<file path="src/rtl/arb_mux_pkg.sv">
// arb_mux_pkg: shared limits and channel-index helpers for the arb_mux stream multiplexer.
package arb_mux_pkg;

  localparam int ARB_MUX_MAX_IN = 16;
  localparam int ARB_MUX_IDX_W  = 4;

  function automatic logic [ARB_MUX_IDX_W-1:0] rr_next(
    input logic [ARB_MUX_IDX_W-1:0] idx,
    input logic [ARB_MUX_IDX_W:0]   n
  );
    logic [ARB_MUX_IDX_W-1:0] nxt;
    if ({1'b0, idx} >= (n - 5'd1)) begin
      nxt = 4'd0;
    end else begin
      nxt = idx + 4'd1;
    end
    return nxt;
  endfunction

  function automatic logic [ARB_MUX_IDX_W-1:0] onehot_to_idx(
    input logic [ARB_MUX_MAX_IN-1:0] oh
  );
    logic [ARB_MUX_IDX_W-1:0] idx;
    idx = 4'd0;
    for (int i = 0; i < ARB_MUX_MAX_IN; i++) begin
      if (oh[i]) begin
        idx = idx | 4'(i);
      end else begin
        idx = idx;
      end
    end
    return idx;
  endfunction

endpackage

</file>
<file path="src/rtl/arb_mux_rr_arbiter.sv">
// rr_arbiter: combinational rotate-priority encoder; the first request at or after ptr wins,
// wrapping from NUM_IN-1 back to 0. ptr must be below NUM_IN.
module rr_arbiter #(
  parameter int NUM_IN = 5,
  parameter int SEL_W  = $clog2(NUM_IN)
) (
  input  logic [NUM_IN-1:0] req,
  input  logic [SEL_W-1:0]  ptr,
  output logic [NUM_IN-1:0] grant
);

  logic [2*NUM_IN-1:0] dbl_req_s;
  logic [2*NUM_IN-1:0] dbl_gnt_s;
  logic [NUM_IN-1:0]   rot_req_s;
  logic [NUM_IN-1:0]   rot_gnt_s;
  logic                unused_half_s;

  // Rotate so bit 0 is channel ptr, isolate the lowest set bit, rotate back.
  assign dbl_req_s     = {req, req} >> ptr;
  assign rot_req_s     = dbl_req_s[NUM_IN-1:0];
  assign rot_gnt_s     = rot_req_s & (~rot_req_s + {{(NUM_IN-1){1'b0}}, 1'b1});
  assign dbl_gnt_s     = {rot_gnt_s, rot_gnt_s} << ptr;
  assign grant         = dbl_gnt_s[2*NUM_IN-1:NUM_IN];
  assign unused_half_s = ^{dbl_req_s[2*NUM_IN-1:NUM_IN], dbl_gnt_s[NUM_IN-1:0]};

endmodule

</file>
<file path="src/rtl/arb_mux.sv">
// arb_mux: N-input valid/ready stream mux with round-robin or forced selection and a one-entry
// registered output stage tagged with its source. Optional packet lock: ARB_MUX_PKT_LOCK_EN.
module arb_mux #(
  parameter int DATA_WIDTH = 16,
  parameter int NUM_IN     = 5,
  parameter int SEL_W      = $clog2(NUM_IN)
) (
  input  logic                         clk,
  input  logic                         reset,
  input  logic [NUM_IN*DATA_WIDTH-1:0] in_data,
  input  logic [NUM_IN-1:0]            in_valid,
`ifdef ARB_MUX_PKT_LOCK_EN
  input  logic [NUM_IN-1:0]            in_last,
  output logic                         out_last,
`endif
  output logic [NUM_IN-1:0]            in_ready,
  input  logic                         force_en,
  input  logic [SEL_W-1:0]             force_sel,
  output logic [DATA_WIDTH-1:0]        out_data,
  output logic [SEL_W-1:0]             out_sel,
  output logic                         out_valid,
  input  logic                         out_ready
);

  import arb_mux_pkg::*;

  logic [SEL_W-1:0]      rr_ptr_r;
  logic [DATA_WIDTH-1:0] out_data_r;
  logic [SEL_W-1:0]      out_sel_r;
  logic                  out_valid_r;

  logic [NUM_IN-1:0]     rr_grant_s;
  logic [NUM_IN-1:0]     forced_oh_s;
  logic [NUM_IN-1:0]     base_grant_s;
  logic [NUM_IN-1:0]     grant_s;
  logic [NUM_IN-1:0]     in_ready_s;
  logic [DATA_WIDTH-1:0] sel_data_s;
  logic [SEL_W-1:0]      grant_idx_s;
  logic [SEL_W-1:0]      ptr_next_s;
  logic                  load_s;
  logic                  accept_s;

  rr_arbiter #(
    .NUM_IN (NUM_IN),
    .SEL_W  (SEL_W)
  ) u_rr_arbiter (
    .req   (in_valid),
    .ptr   (rr_ptr_r),
    .grant (rr_grant_s)
  );

  // Base grant: decoded forced channel (out-of-range index decodes to nothing) or round-robin.
  always_comb begin
    forced_oh_s  = '0;
    base_grant_s = '0;
    for (int i = 0; i < NUM_IN; i++) begin
      forced_oh_s[i] = in_valid[i] && (force_sel == SEL_W'(i));
    end
    if (force_en) begin
      base_grant_s = forced_oh_s;
    end else begin
      base_grant_s = rr_grant_s;
    end
  end

`ifdef ARB_MUX_PKT_LOCK_EN
  logic [NUM_IN-1:0] lock_oh_r;
  logic              out_last_r;

  // An open packet pins the grant to its channel regardless of mode or force_sel.
  assign grant_s = (|lock_oh_r) ? (lock_oh_r & in_valid) : base_grant_s;

  // Packet lock and last-flag register: open on a non-last beat, close on the last beat.
  always_ff @(posedge clk or posedge reset) begin
    if (reset) begin
      lock_oh_r  <= '0;
      out_last_r <= 1'b0;
    end else if (accept_s) begin
      lock_oh_r  <= (|(grant_s & in_last)) ? '0 : grant_s;
      out_last_r <= |(grant_s & in_last);
    end
  end

  assign out_last = out_last_r;
`else
  assign grant_s = base_grant_s;
`endif

  assign load_s     = !out_valid_r || out_ready;
  assign in_ready_s = (load_s && !reset) ? grant_s : '0;
  assign accept_s   = |in_ready_s;
  assign in_ready   = in_ready_s;

  // Data of the granted channel via one-hot AND-OR.
  always_comb begin
    sel_data_s = '0;
    for (int i = 0; i < NUM_IN; i++) begin
      sel_data_s = sel_data_s | (in_data[i*DATA_WIDTH +: DATA_WIDTH] & {DATA_WIDTH{grant_s[i]}});
    end
  end

  assign grant_idx_s = SEL_W'(onehot_to_idx(ARB_MUX_MAX_IN'(grant_s)));
  assign ptr_next_s  = SEL_W'(rr_next(ARB_MUX_IDX_W'(grant_idx_s), 5'(NUM_IN)));

  // Round-robin pointer: advances past the winner only for round-robin accepts.
  always_ff @(posedge clk or posedge reset) begin
    if (reset) begin
      rr_ptr_r <= '0;
    end else if (accept_s && !force_en) begin
      rr_ptr_r <= ptr_next_s;
    end
  end

  // Output stage: load a granted beat, or drain when popped with nothing granted.
  always_ff @(posedge clk or posedge reset) begin
    if (reset) begin
      out_valid_r <= 1'b0;
      out_data_r  <= '0;
      out_sel_r   <= '0;
    end else if (load_s) begin
      out_valid_r <= accept_s;
      if (accept_s) begin
        out_data_r <= sel_data_s;
        out_sel_r  <= grant_idx_s;
      end
    end
  end

  assign out_data  = out_data_r;
  assign out_sel   = out_sel_r;
  assign out_valid = out_valid_r;

endmodule

</file>
<file path="config.mk">
export PLATFORM = sky130hd
export DESIGN_NAME = arb_mux
export DESIGN_NICKNAME = d
export VERILOG_FILES = /design/src/rtl/arb_mux_pkg.sv /design/src/rtl/arb_mux_rr_arbiter.sv /design/src/rtl/arb_mux.sv
export SDC_FILE = /design/constraint.sdc
export NUM_CORES = 1
export LEC_CHECK = 0
export BUFFER_PORTS_ARGS = -buffer_cell sky130_fd_sc_hd__buf_4
export CORE_MARGIN = 3
export CORE_UTILIZATION = 38
export CTS_CLUSTER_DIAMETER = 80
export DETAILED_ROUTE_END_ITERATION = 12
export GPL_ROUTABILITY_DRIVEN = 1
export PLACE_DENSITY = 0.78
export SYNTH_ARGS = -nofsm -noshare
export SYNTH_HDL_FRONTEND = slang
export SYNTH_SLANG_ARGS = --single-unit
</file>
<file path="constraint.sdc">
create_clock -name clk -period 3 [get_ports clk]
set_clock_uncertainty 0.1 [all_clocks]
set_input_delay 0.3 -clock clk [delete_from_list [all_inputs] [get_ports clk]]
set_output_delay 0.3 -clock clk [all_outputs]
set_load 0.05 [all_outputs]
</file>
* After elaboration in Yosys (flattened, before gate mapping)
Index checks and enable logic that the tools add are counted.
Widths: inputs -> output; s select.
** Storage, ports and cells
- Memories kept :: 0
- Bits in writable memories :: 0
- Bits in latches :: 0
- Logic and storage cells :: 45
- Memory bits (read-only) :: 0
- Bits in registers :: 23
- Output and inout port bits :: 25
- Input port bits :: 92
** Operators by class
- Reduce and logical (&&, ||, !) cells :: 14
- Multiplexer cells :: 7
- $lt $le $gt $ge :: 1
- Equal/unequal tests :: 4
- $mul :: 0
- Divide/modulo/power cells :: 0
- Bitwise gates (word level) :: 11
- $add $sub $neg :: 2
- Shift-type cells :: 2
** Operators with widths (count)
- $and 16x16->16 :: 5
- $or 16x16->16 :: 4
- $mux 5 :: 2
- $shl 10x3->10 :: 1
- $shr 10x3->5 :: 1
- $logic_and 1x1->1 :: 7
- $eq 3x2->1 const B :: 2
- $mux 3 :: 2
- $add 5x1->5 const B :: 1
- $and 5x5->5 :: 1
- $not 5->5 :: 1
- $reduce_or 5->1 :: 1
- $mux 2 :: 2
- $add 3x1->3 const B :: 1
- $eq 3x1->1 const B :: 1
- $eq 3x3->1 const B :: 1
- $ge 3x3->1 const B :: 1
- $logic_not 1->1 :: 3
- $logic_not 3->1 :: 1
- $reduce_and 2->1 :: 1
- $logic_or 1x1->1 :: 1
- $mux 1 :: 1

* Longest topological paths before layout
- Word-level depth :: 12
- Mapped depth :: 15
- Depth with buffers taken out :: 11

* Cells and area by module
Synthesis repeated with hierarchy kept, for this count alone.
** Second synthesis, totals
- Cells, all modules :: 234
- Area total of the unflattened synthesis :: 2077.0 µm²
** Modules (own cells, without submodules)
- arb_mux :: area an instance 1488.9 µm², cells an instance 146, sequential area each 575.6 µm², instances 1
- rr_arbiter :: area an instance 588.1 µm², cells an instance 88, sequential area each 0.0 µm², instances 1

* Least setup slack after synthesis
OpenSTA, ideal clock, no wires.
- Path kind :: register to output
- Start :: reg rr_ptr_r[1]
- End :: out in_ready[1]
- Cell stages (with the launch flop) :: 10
- Buffers on the path :: 3
- Required time :: 2.600 ns
- Arrival :: 2.967 ns
- Setup slack :: -0.367 ns
- Cells stage by stage :: dfrtp_1 -> buf_6 -> buf_8 -> mux2i_4 -> o221ai_1 -> a21o_1 -> a2111oi_2 -> a21oi_4 -> buf_2 -> nor3_1
** Between the ends
- Longest elaborated chain between the ends :: 7
** Ends and longest elaborated chain
- start, declared :: RTL line arb_mux.sv:27 : logic [SEL_W-1:0] rr_ptr_r;
- start signal, assigned :: RTL line arb_mux.sv:110 : rr_ptr_r <= ptr_next_s;
- $shr 10x3->5 :: RTL line arb_mux_rr_arbiter.sv:19 : assign dbl_req_s = {req, req} >> ptr;
- $not 5->5 :: RTL line arb_mux_rr_arbiter.sv:21 : assign rot_gnt_s = rot_req_s & (~rot_req_s + {{(NUM_IN-1){1'b0}}, 1'b1});
- $add 5x1->5 :: RTL line arb_mux_rr_arbiter.sv:21
- $and 5x5->5 :: RTL line arb_mux_rr_arbiter.sv:21
- $shl 10x3->10 (*) :: RTL line arb_mux_rr_arbiter.sv:22 : assign dbl_gnt_s = {rot_gnt_s, rot_gnt_s} << ptr;
- $mux 5 (*) :: RTL line arb_mux.sv:59 : if (force_en) begin
- $mux 5 (*) :: RTL line arb_mux.sv:90 : assign in_ready_s = (load_s && !reset) ? grant_s : '0;
- end, declared :: RTL line arb_mux.sv:16 : output logic [NUM_IN-1:0] in_ready,
Mark *: on every way between the ends. The rest lies on a longest branch, timed or not.

* Worst setup path after layout
- Start :: reg rr_ptr_r[1]
- End :: out in_ready[4]
Same word-level chain as after synthesis.

==> results.ini <==
[drt]
drtIter0Drc = 306
dr.pass1.iters = 4
antenna_left = 0
vias = 3393
wirelength_um = 10580
avgRoutedWirePerCell_um = 17.66
viasPerCell = 5.664
drc_errors = 0

[synth]
syn-num-nets = 437
synth_top_area_share_pct = 20.65
synth.avg_cell_area_um2 = 8.127
synth_area_um2 = 2788
synth_edf_count = 0
postSynth.asyncResetShare_pct = 100.0
syn_inst = 343
synth_cell_type_count = 72
yosys.area.top_type = dfrtp_1
synth_seq_cells = 23
synthFlopType = dfrtp_1
ys_warn_count = 0
ys_seq_area_share_pct = 20.65
synthTopCellsByArea = dfrtp_1 (21%), mux2i_1 (9.3%), inv_1 (5.7%)

[global_route]
grt_pass1_wl_um = 16700
antenna_found_initial = 0
grt_pass1_vias = 3450
grt_max_degree = 25
overflow = 0
grt_usage_pct = 24.16

[setup_path]
r2r_slack_ns = -0.17
crit_path_frequent_cell = buf_6
r2r_cells = 13
crit_chain = buf_6 -> and2b_2 -> a22oi_2 -> mux2i_2 -> buf_4 -> a2111oi_4 -> o31ai_2 -> o21ai_1 -> inv_1 -> nor2_2 -> buf_6
cp.arrival_ns = 2.77
critical_path_class = reg2out
worstReg2RegEnd = out_data[4]$_DFFE_PP0P_
reg2reg_from = rr_ptr_r[1]$_DFFE_PP0P_
critical-path-slowest-cell = dfrtp_2
cpPeakStageDelay_ns = 0.47
crit_fanout = 7
critPathCaptureType = output pin
cp.required_ns = 2.60
cp-start-kind = flip-flop

[placement]
place_congestion = 0.9445
port_buffers = 116
dpl_worst_slack_ns = -0.2493
dpl.cell_count = 586
hpwl_um = 8094

[finish]
final_cell_mix = buf_4 (166), inv_1 (42), nand2_1 (40)
final_common_cell = buf_4
layout-drive-gt1-share_pct = 47.71
syn_to_final_growth_pct = 61.49
diodes = 0
finalNonFillerCells = 599
fin_util_pct = 64.83
finalNetCount = 598

[timing]
slew-limit-headroom_pct = 67.66
hold_slack_ns = 0.006019
hold_violations = 0
worst_slew_pin_slew_ns = 0.4833
layout_min_cycle_time_ns = 3.170
slew_viol_final = 0
fin_crit_sh_pct = 105.7
fin_tns_setup_ns = -3.236
rsz0062_at_grt = yes
setup_viol = 26
fmax_ghz = 0.3155
setup_ws_ns = -0.1698

[clocking]
clockBufferDepth = 2
cts.sinks = 23
cts-root-buf = clkbuf_8
cts_buffers = 3
cts.hold.buffers_added = 0
path_clk_slew_ns = 0.09
clk_latency_ns = 0.27
htreeDepth = 1
cts_tree = built

[floorplan]
die_y_um = 91.65
ios = 117
core-area_um2 = 6944
rows = 30
die-area_um2 = 8400
fp.dieW_um = 91.65
start_util_pct = 40.14

[run_status]
violations = setup timing
outcome = finished, violations left

[pwr]
ir_drop_mv = 0.6571
p_leak_nw = 2.120
power_density_nw_per_um2 = 1024

[flow_run]
maxCapViolations = 0

[min_path]
hold_class = in2async

==> worst max-delay path: cells and delay by family (launching register included) <==
| kind | cells | cell delay [ns] |
|---|---|---|
| flops | 1 | 0.47 |
| compound gates | 4 | 0.92 |
| simple gates | 2 | 0.37 |
| buf+inv | 4 | 0.62 |
| mux | 1 | 0.11 |
==> synth_stat cells (all sizes together), types with 2 or more instances <==
cell	instances
a2111oi	18
a21boi	17
a21o	4
a21oi	6
a22o	2
a31o	2
a31oi	2
and2	2
and3	2
buf	16
clkbuf	12
dfrtp	23
ha	2
inv	42
mux2	3
mux2i	28
nand2	40
nand2b	6
nand3	6
nand3b	2
nand4	4
nor2	11
nor2b	5
nor3	2
nor3b	17
o211ai	8
o21ai	9
o221ai	18
o22ai	2
o2bb2ai	2
o31ai	4
o32ai	3
o41ai	2
or3	2
==> metrics by stage <==
step | area [um2] | power [mW]
final | 4502 | 4.609
after global routing | 4502 | 4.900
after CTS | 4270 | 4.247
after detailed placement | 4129 | 3.919
after global placement | 4129 | 3.871
after floorplan | 2833 | 2.736
==> sequential cells by signal, summed over array words and instances (netlist names) <==
name,count
out_valid,1
out_data,16
out_sel,3
rr_ptr_r,3
==> worst max-delay path by stage <==
stage,startpoint,end,cells past startpoint,slack [ns]
2_1_floorplan,rr_ptr_r[1]$_DFFE_PP0P_,rr_ptr_r[1]$_DFFE_PP0P_,14,-0.01
3_3_place_gp,rr_ptr_r[1]$_DFFE_PP0P_,rr_ptr_r[1]$_DFFE_PP0P_,13,-0.16
3_5_place_dp,rr_ptr_r[1]$_DFFE_PP0P_,out_data[12]$_DFFE_PP0P_,10,-0.25
4_1_cts,rr_ptr_r[1]$_DFFE_PP0P_,in_ready[4],13,-0.14
5_1_grt,rr_ptr_r[1]$_DFFE_PP0P_,out_data[12]$_DFFE_PP0P_,13,-0.30
6_report,rr_ptr_r[1]$_DFFE_PP0P_,in_ready[4],11,-0.17
==> metal layers <==
metal,vias to the layer above,share of wire [%],global-route usage [%]
li1,1597,-,-
met1,1620,40,31.77
met2,162,50,40.90
met3,14,8.7,4.922
met4,0,1.2,5.025
met5,-,0,0
==> where the power goes <==
| group | internal [mW] | total [mW] | switching [mW] |
|---|---|---|---|
| Sequential | 0.472 | 0.588 | 0.116 |
| Combinational | 1.69 | 3.83 | 2.14 |
| Clock | 0.0929 | 0.195 | 0.102 |
==> layout make-up <==
cell class / instances / area, um2
Fill cell: 590 / 2442
Multi-Input combinational cell: 250 / 2122
Timing Repair Buffer: 184 / 1479
Sequential cell: 23 / 576.8
Inverter: 42 / 157.7
Tap cell: 96 / 120.1
Clock buffer: 3 / 41.29
Clock inverter: 1 / 5.005
==> kinds of logic (layout without fill, tap and decap cells) <==
group | Yosys count | after routing | synth area share [%]
XOR/XNOR | 1 | 1 | 0.3142
buffers and inverters | 70 | 230 | 11.53
AO/OA/AOI/OAI | 112 | 112 | 34.34
flip-flops | 23 | 23 | 20.65
adder cells (fa/ha/maj) | 2 | 2 | 0.8975
multiplexers | 31 | 31 | 12.16
AND/OR/NAND/NOR | 104 | 104 | 20.11
==> timing repair <==
item / in CTS / in global routing
gates resized for setup: 26 / 38
pin swaps: 5 / 13
gates cloned: 0 / 1
setup endpoints to repair: 26 / 28
buffers inserted: 1 / 9
Note: power is estimated with default switching activity, not from simulation.
